[config.mk]
export PLATFORM = sky130hd
export DESIGN_NAME = ammo_resupply_flat
export DESIGN_NICKNAME = d
export VERILOG_FILES = /design/src/rtl/ammo_resupply_pkg.sv /design/src/rtl/ammo_resupply_if.sv /design/src/rtl/ammo_resupply_stage_accum.sv /design/src/rtl/ammo_resupply.sv /design/src/flat_wrapper.sv
export SDC_FILE = /design/constraint.sdc
export NUM_CORES = 1
export LEC_CHECK = 0
export BUFFER_PORTS_ARGS = -buffer_cell sky130_fd_sc_hd__buf_2
export CORE_AREA = 2 2 122 124
export CTS_CLUSTER_SIZE = 12
export DETAILED_ROUTE_END_ITERATION = 10
export DIE_AREA = 0 0 124 126
export PLACE_DENSITY = 0.64
export SLEW_MARGIN = 30
export SYNTH_ARGS = -nofsm -noshare
export SYNTH_HDL_FRONTEND = slang
export SYNTH_HIERARCHICAL = 1
export SYNTH_SLANG_ARGS = --single-unit
export TNS_END_PERCENT = 50
[constraint.sdc]
create_clock -name clk -period 10.2 [get_ports clk]
set_input_delay 2.04 -clock clk [delete_from_list [all_inputs] [get_ports clk]]
set_output_delay 2.04 -clock clk [all_outputs]
set_load 0.02 [all_outputs]
[src/rtl/ammo_resupply_pkg.sv]
// Shared constants, state encoding and helpers for the ammo resupply feeder.
// Imported by the interface, the staging accumulator and the top level.
package ammo_resupply_pkg;

    localparam int N         = 9;
    localparam int RW        = 12;
    localparam int MAG_MAX   = 500;
    localparam int CHUNK     = 50;
    localparam int LOW_WATER = 25;

    // Mode code shared with the weapons block.
    localparam logic [3:0] MODE_ATTACK = 4'b0010;

    localparam logic [N-1:0]  MAG_MAX_N   = N'(MAG_MAX);
    localparam logic [RW-1:0] MAG_MAX_RW  = RW'(MAG_MAX);
    localparam logic [RW-1:0] CHUNK_RW    = RW'(CHUNK);
    localparam logic [N-1:0]  LOW_WATER_N = N'(LOW_WATER);

    typedef enum logic [1:0] {
        ST_IDLE   = 2'd0,
        ST_STAGE  = 2'd1,
        ST_COMMIT = 2'd2,
        ST_SETTLE = 2'd3
    } state_e;

    function automatic logic [N-1:0] clamp_mag(input logic [N-1:0] lvl);
        return (lvl > MAG_MAX_N) ? MAG_MAX_N : lvl;
    endfunction

endpackage

[src/rtl/ammo_resupply_if.sv]
// Magazine-load side bus between the resupply feeder (slave) and its
// environment / ammo counter (master).
interface ammo_resupply_if;
    import ammo_resupply_pkg::*;

    logic [N-1:0]  mag_level;
    logic          reload_req;
    logic          reserve_load;
    logic [RW-1:0] reserve_in;
    logic          load_out;
    logic [N-1:0]  ammo_out;
    logic          fire_inhibit;
    logic          busy;
    logic          empty_err;
    logic [RW-1:0] reserve_level;

    modport master (
        output mag_level, reload_req, reserve_load, reserve_in,
        input  load_out, ammo_out, fire_inhibit, busy, empty_err, reserve_level
    );

    modport slave (
        input  mag_level, reload_req, reserve_load, reserve_in,
        output load_out, ammo_out, fire_inhibit, busy, empty_err, reserve_level
    );

endinterface

[src/rtl/ammo_resupply_stage_accum.sv]
// Staging accumulator: chunked step computation plus the staged/reserve
// registers with clear, saturating restock and decrement controls.
module ammo_stage_accum
    import ammo_resupply_pkg::*;
(
    input  logic          clk,
    input  logic          rst,
    input  logic          clear,
    input  logic          restock,
    input  logic [RW-1:0] restock_amt,
    input  logic          decrement,
    input  logic [RW-1:0] need,
    output logic [RW-1:0] step,
    output logic [RW-1:0] staged,
    output logic [RW-1:0] reserve,
    output logic [RW-1:0] reserve_restocked,
    output logic          last_step
);

    logic [RW-1:0] staged_r;
    logic [RW-1:0] reserve_r;
    logic [RW-1:0] remain_s;
    logic [RW-1:0] chunk_lim_s;
    logic [RW-1:0] step_s;
    logic [RW:0]   sum_s;
    logic [RW-1:0] restocked_s;
    logic          last_step_s;

    // Step = min(CHUNK, need - staged, reserve) and saturating restock sum.
    always_comb begin
        remain_s    = need - staged_r;
        chunk_lim_s = (remain_s < CHUNK_RW) ? remain_s : CHUNK_RW;
        step_s      = (reserve_r < chunk_lim_s) ? reserve_r : chunk_lim_s;
        last_step_s = ((staged_r + step_s) == need) || (reserve_r == step_s);
        sum_s       = {1'b0, reserve_r} + {1'b0, restock_amt};
        if (sum_s[RW]) begin
            restocked_s = {RW{1'b1}};
        end else begin
            restocked_s = sum_s[RW-1:0];
        end
    end

    // Staged and reserve registers; decrement has priority since it only
    // occurs while staging, when clear/restock are never requested.
    always_ff @(posedge clk or posedge rst) begin
        if (rst) begin
            staged_r  <= '0;
            reserve_r <= '0;
        end else if (decrement) begin
            staged_r  <= staged_r + step_s;
            reserve_r <= reserve_r - step_s;
        end else begin
            if (clear) begin
                staged_r <= '0;
            end
            if (restock) begin
                reserve_r <= restocked_s;
            end
        end
    end

    assign step              = step_s;
    assign staged            = staged_r;
    assign reserve           = reserve_r;
    assign reserve_restocked = restocked_s;
    assign last_step         = last_step_s;

endmodule

[src/rtl/ammo_resupply.sv]
// Magazine resupply feeder: stages rounds from the reserve, then parallel-loads
// the ammo counter. Optional auto-reload below LOW_WATER: AMMO_RESUPPLY_AUTO_RELOAD_EN.
module ammo_resupply
    import ammo_resupply_pkg::*;
(
    input  logic           clk,
    input  logic           rst,
    ammo_resupply_if.slave bus
);

    state_e        state_r;
    logic [N-1:0]  snap_r;
    logic [N-1:0]  ammo_out_r;
    logic          load_out_r;
    logic          busy_r;
    logic          empty_err_r;

    logic [RW-1:0] step_s;
    logic [RW-1:0] staged_s;
    logic [RW-1:0] reserve_s;
    logic [RW-1:0] restocked_s;
    logic [RW-1:0] reserve_eff_s;
    logic [RW-1:0] need_idle_s;
    logic [RW-1:0] need_stage_s;
    logic          last_step_s;
    logic          restock_s;
    logic          decrement_s;
    logic          empty_s;
    logic          start_s;
    logic          auto_req_s;
    logic          req_s;

    ammo_stage_accum u_accum (
        .clk               (clk),
        .rst               (rst),
        .clear             (start_s),
        .restock           (restock_s),
        .restock_amt       (bus.reserve_in),
        .decrement         (decrement_s),
        .need              (need_stage_s),
        .step              (step_s),
        .staged            (staged_s),
        .reserve           (reserve_s),
        .reserve_restocked (restocked_s),
        .last_step         (last_step_s)
    );

    assign need_idle_s  = MAG_MAX_RW - RW'(clamp_mag(bus.mag_level));
    assign need_stage_s = MAG_MAX_RW - RW'(snap_r);
    assign decrement_s  = (state_r == ST_STAGE);

    // IDLE decisions; a same-cycle restock is visible to the reserve test.
    always_comb begin
        restock_s     = 1'b0;
        empty_s       = 1'b0;
        start_s       = 1'b0;
        reserve_eff_s = bus.reserve_load ? restocked_s : reserve_s;
`ifdef AMMO_RESUPPLY_AUTO_RELOAD_EN
        auto_req_s    = (bus.mag_level < LOW_WATER_N) && (reserve_eff_s != '0);
`else
        auto_req_s    = 1'b0;
`endif
        req_s         = bus.reload_req | auto_req_s;
        if (state_r == ST_IDLE) begin
            restock_s = bus.reserve_load;
            if (bus.reload_req && (reserve_eff_s == '0)) begin
                empty_s = 1'b1;
            end else if (req_s && (need_idle_s != '0)) begin
                start_s = 1'b1;
            end else begin
                empty_s = 1'b0;
                start_s = 1'b0;
            end
        end else begin
            restock_s = 1'b0;
        end
    end

    // Transfer FSM with registered strobes and busy decode.
    always_ff @(posedge clk or posedge rst) begin
        if (rst) begin
            state_r     <= ST_IDLE;
            snap_r      <= '0;
            load_out_r  <= 1'b0;
            ammo_out_r  <= '0;
            busy_r      <= 1'b0;
            empty_err_r <= 1'b0;
        end else begin
            load_out_r  <= 1'b0;
            empty_err_r <= 1'b0;
            case (state_r)
                ST_IDLE: begin
                    empty_err_r <= empty_s;
                    if (start_s) begin
                        state_r <= ST_STAGE;
                        snap_r  <= clamp_mag(bus.mag_level);
                        busy_r  <= 1'b1;
                    end else begin
                        busy_r  <= 1'b0;
                    end
                end
                ST_STAGE: begin
                    if (last_step_s) begin
                        state_r    <= ST_COMMIT;
                        load_out_r <= 1'b1;
                        ammo_out_r <= N'(RW'(snap_r) + staged_s + step_s);
                    end
                end
                ST_COMMIT: begin
                    state_r <= ST_SETTLE;
                end
                ST_SETTLE: begin
                    state_r <= ST_IDLE;
                    busy_r  <= 1'b0;
                end
                default: begin
                    state_r <= ST_IDLE;
                    busy_r  <= 1'b0;
                end
            endcase
        end
    end

    assign bus.load_out      = load_out_r;
    assign bus.ammo_out      = ammo_out_r;
    assign bus.fire_inhibit  = busy_r;
    assign bus.busy          = busy_r;
    assign bus.empty_err     = empty_err_r;
    assign bus.reserve_level = reserve_s;

endmodule

[src/flat_wrapper.sv]
// flat-port wrapper written by rule: the top's interface ports become plain ports
module ammo_resupply_flat import ammo_resupply_pkg::*;
  (clk, rst, bus_mag_level, bus_reload_req, bus_reserve_load, bus_reserve_in, bus_load_out, bus_ammo_out, bus_fire_inhibit, bus_busy, bus_empty_err, bus_reserve_level);
  ammo_resupply_if bus_i ();
  input  logic clk;
  input  logic rst;
  input wire logic [$bits(bus_i.mag_level)-1:0] bus_mag_level;
  input wire logic [$bits(bus_i.reload_req)-1:0] bus_reload_req;
  input wire logic [$bits(bus_i.reserve_load)-1:0] bus_reserve_load;
  input wire logic [$bits(bus_i.reserve_in)-1:0] bus_reserve_in;
  output wire logic [$bits(bus_i.load_out)-1:0] bus_load_out;
  output wire logic [$bits(bus_i.ammo_out)-1:0] bus_ammo_out;
  output wire logic [$bits(bus_i.fire_inhibit)-1:0] bus_fire_inhibit;
  output wire logic [$bits(bus_i.busy)-1:0] bus_busy;
  output wire logic [$bits(bus_i.empty_err)-1:0] bus_empty_err;
  output wire logic [$bits(bus_i.reserve_level)-1:0] bus_reserve_level;
  assign bus_i.mag_level = bus_mag_level;
  assign bus_i.reload_req = bus_reload_req;
  assign bus_i.reserve_load = bus_reserve_load;
  assign bus_i.reserve_in = bus_reserve_in;
  assign bus_load_out = bus_i.load_out;
  assign bus_ammo_out = bus_i.ammo_out;
  assign bus_fire_inhibit = bus_i.fire_inhibit;
  assign bus_busy = bus_i.busy;
  assign bus_empty_err = bus_i.empty_err;
  assign bus_reserve_level = bus_i.reserve_level;
  ammo_resupply u_core (.clk(clk), .rst(rst), .bus(bus_i));
endmodule
==> impl_metrics.yaml <==
sta:
  rsz0062_at_grt: "no"
  slew_viol_final: 0
  timing.final.crit_share_pct: 89.9
  tns_ns: 0
  fin_skew_ns: 0.0119
  fin_crit_ns: 9.17
  tightest_slew_ns: 0.893
  clock.fmax_mhz: 109
  relSlewSlack_pct: 40.5
  setup_viol: 0
  fin_hold_ws_ns: 0.484
  hold_viol: 0
job:
  max_cap_violations: 0
floorplan:
  num_rows: 44
  die_w_um: 124
  io_pins: 50
  fp.coreArea_um2: 14300
  start_util_pct: 39.2
  fp.dieH_um: 126
  dieArea_um2: 15600
synthesis:
  synthFlopType: "dfrtp_1"
  synth_top_area_share_pct: 21.0
  synth.cell_area_um2: 5610
  ys_warn_count: 6
  synth_edf_count: 0
  synth_xor_area_share_pct: 9.69
  ys_ff_latch: 47
  syn_inst: 659
  synth_area_per_cell_um2: 8.51
  synth_top_family_by_area: "compound AO/OA/AOI/OAI gates"
  synth.area.top_cells: "dfrtp_1 (21%), ha_1 (15%), fa_1 (4.6%)"
  synthSimpleGateAreaFrac_pct: 18.7
  synth_compound_area_share_pct: 21.4
  ys_seq_area_share_pct: 21.0
  synthAdderAreaFrac_pct: 20.0
  synth_top_area_cell: "dfrtp_1"
  synth_cell_types: 72
  synthMuxAreaShare_pct: 3.53
  async_flop_share_pct: 100
final_layout:
  layout.nets: 814
  drive_gt1_share_pct: 13.3
  final_cell_mix: "ha_1 (69), inv_1 (61), nor2_1 (61)"
  area_growth_pct: 10.9
  antenna_cells: 0
  final_common_cell: "ha_1"
clock_tree:
  cts_tree: "yes"
  worstSkewPairLatency_ns: 0.31
  clock-sinks: 47
  cts_root_buf: "clkbuf_16"
  cts_made_buffers: 5
  postCtsResizedCells: 0
  clk_pin_slew_ns: 0.08
  ctsHtreeMaxLevel: 2
  post_cts_buffers: 0
  clockBufferDepth: 2
  postCtsHoldBufs: 0
min_path:
  hold_class: "flop to flop"
  min_from: "u_core/bus.ammo_out[5]$_DFFE_PP0P_"
setup_path:
  crit_slowest_cell: "a21oi_2"
  cpPeakStageDelay_ns: 0.68
  cp_max_fo: 22
  cp-start-kind: "flop"
  crit_type: "flop to flop"
  cp-startpoint: "u_core/snap_r[0]$_DFFE_PP0P_"
  worst_ep_required_time_ns: 10.38
  end_kind: "flop"
  critPathArrivalTime_ns: 9.35
  reg2reg_from: "u_core/snap_r[0]$_DFFE_PP0P_"
drt:
  ant_nets: 0
  drt_wl_total_mm: 15.3
  vias: 4998
  routed_via_density: 5.60
  wl_per_cell_um: 17.1
  drt_iter0_drc: 303
  drc: 0
  firstDrtPassIters: 5
grt:
  grt_usage_pct: 20.2
  grt-ovfl-total: 0
  antenna_found_initial: 0
  grt_max_degree: 44
  grt_pass1_vias: 4914
  grt_pass1_wl_mm: 24.9
placed_design:
  port_buffers: 49
  gp_congestion: 0.905
  dp_hpwl_mm: 12.2
run_status:
  status: "completed"
cell usage after synthesis, types with 5 or more instances:
| library cell | n |
|---|---|
| nand3_1 | 16 |
| fa_1 | 13 |
| nor2b_1 | 8 |
| nor3_1 | 23 |
| nand2_1 | 48 |
| dfrtp_1 | 47 |
| a21oi_1 | 38 |
| xnor2_1 | 28 |
| inv_1 | 63 |
| a211oi_1 | 5 |
| a21o_1 | 16 |
| xnor3_1 | 7 |
| mux2_4 | 7 |
| clkbuf_1 | 8 |
| o21bai_1 | 6 |
| o21ai_0 | 19 |
| o21ai_1 | 14 |
| o21a_1 | 10 |
| o31ai_1 | 19 |
| o211ai_1 | 7 |
| and2_1 | 11 |
| ha_1 | 69 |
| mux2i_1 | 7 |
| or2_2 | 8 |
| xor2_1 | 16 |
| nor2_1 | 61 |
critical path: cells and delay by family (launching register included):
kind	cells	cell delay [ns]
adders and majority gates	4	1.18
muxes	1	0.47
xor gates and xnor gates	2	0.64
AOI/OAI and AO/OA	18	4.24
DFF	1	0.43
and+or+nand+nor	8	1.92
buffers and inverters	2	0.17
cell families after synthesis:
kind of cell               Yosys count
and+or+nand+nor                    209
AOI/OAI and AO/OA                  175
adders and majority gates           82
buffers and inverters               78
xor gates and xnor gates            51
DFF                                 47
muxes                               16
other                                1
state kept, by name, indices dropped and copies added (netlist names):
register                flops
u_core/u_accum/reserve     12
u_core/u_accum/staged      12
u_core/state_r              2
u_core/bus.empty_err        1
u_core/snap_r               9
u_core/bus.load_out         1
u_core/bus.ammo_out         9
u_core/bus.busy             1
per-layer routing:
| layer | up-vias | wire length (µm) | track usage [%] |
|---|---|---|---|
| li1 | 2453 | - | - |
| met1 | 2378 | 6740 | 26.8 |
| met2 | 144 | 7420 | 33.9 |
| met3 | 23 | 780 | 2.99 |
| met4 | 0 | 354 | 6.21 |
| met5 | - | 0 | 0 |
final cells by class:
cell class                 instances  area (µm²)
tap                              184         230
clock inverter                     3        46.3
sequential                        47        1180
inverter                          63         236
fill                            1461        8100
timing repair buffer              51         260
multi-input combinational        539        4140
clock buffer                       5         125
path summary, 6_finish.rpt:
path	endpoint	slack, ns	cells after the start
setup / recovery	u_core/bus.ammo_out[1]$_DFFE_PP0P_	1.03	35
hold / removal	u_core/bus.ammo_out[5]$_DFFE_PP0P_	0.48	1
setup reg to reg	u_core/bus.ammo_out[1]$_DFFE_PP0P_	1.03	35
hold reg to reg	u_core/bus.ammo_out[5]$_DFFE_PP0P_	0.48	1
max in group asynchronous	u_core/u_accum/reserve[5]$_DFFE_PP0P_	7.98	2
min in group asynchronous	u_core/bus.ammo_out[7]$_DFFE_PP0P_	1.77	2
per-stage QoR:
stage               utilization [%]  setup WS, ns  instances  area (µm²)
floorplan                         -          2.59        664        5630
global placement               42.2          1.38        884        6050
detailed placement             42.2          1.19        884        6050
CTS                            43.4          1.14        892        6220
global route                   43.4         0.383        892        6220
finish                         43.4          1.03        892        6220
Power is not shown: default switching activity piles up to over one toggle a cycle in this logic, so the estimate is an artifact.
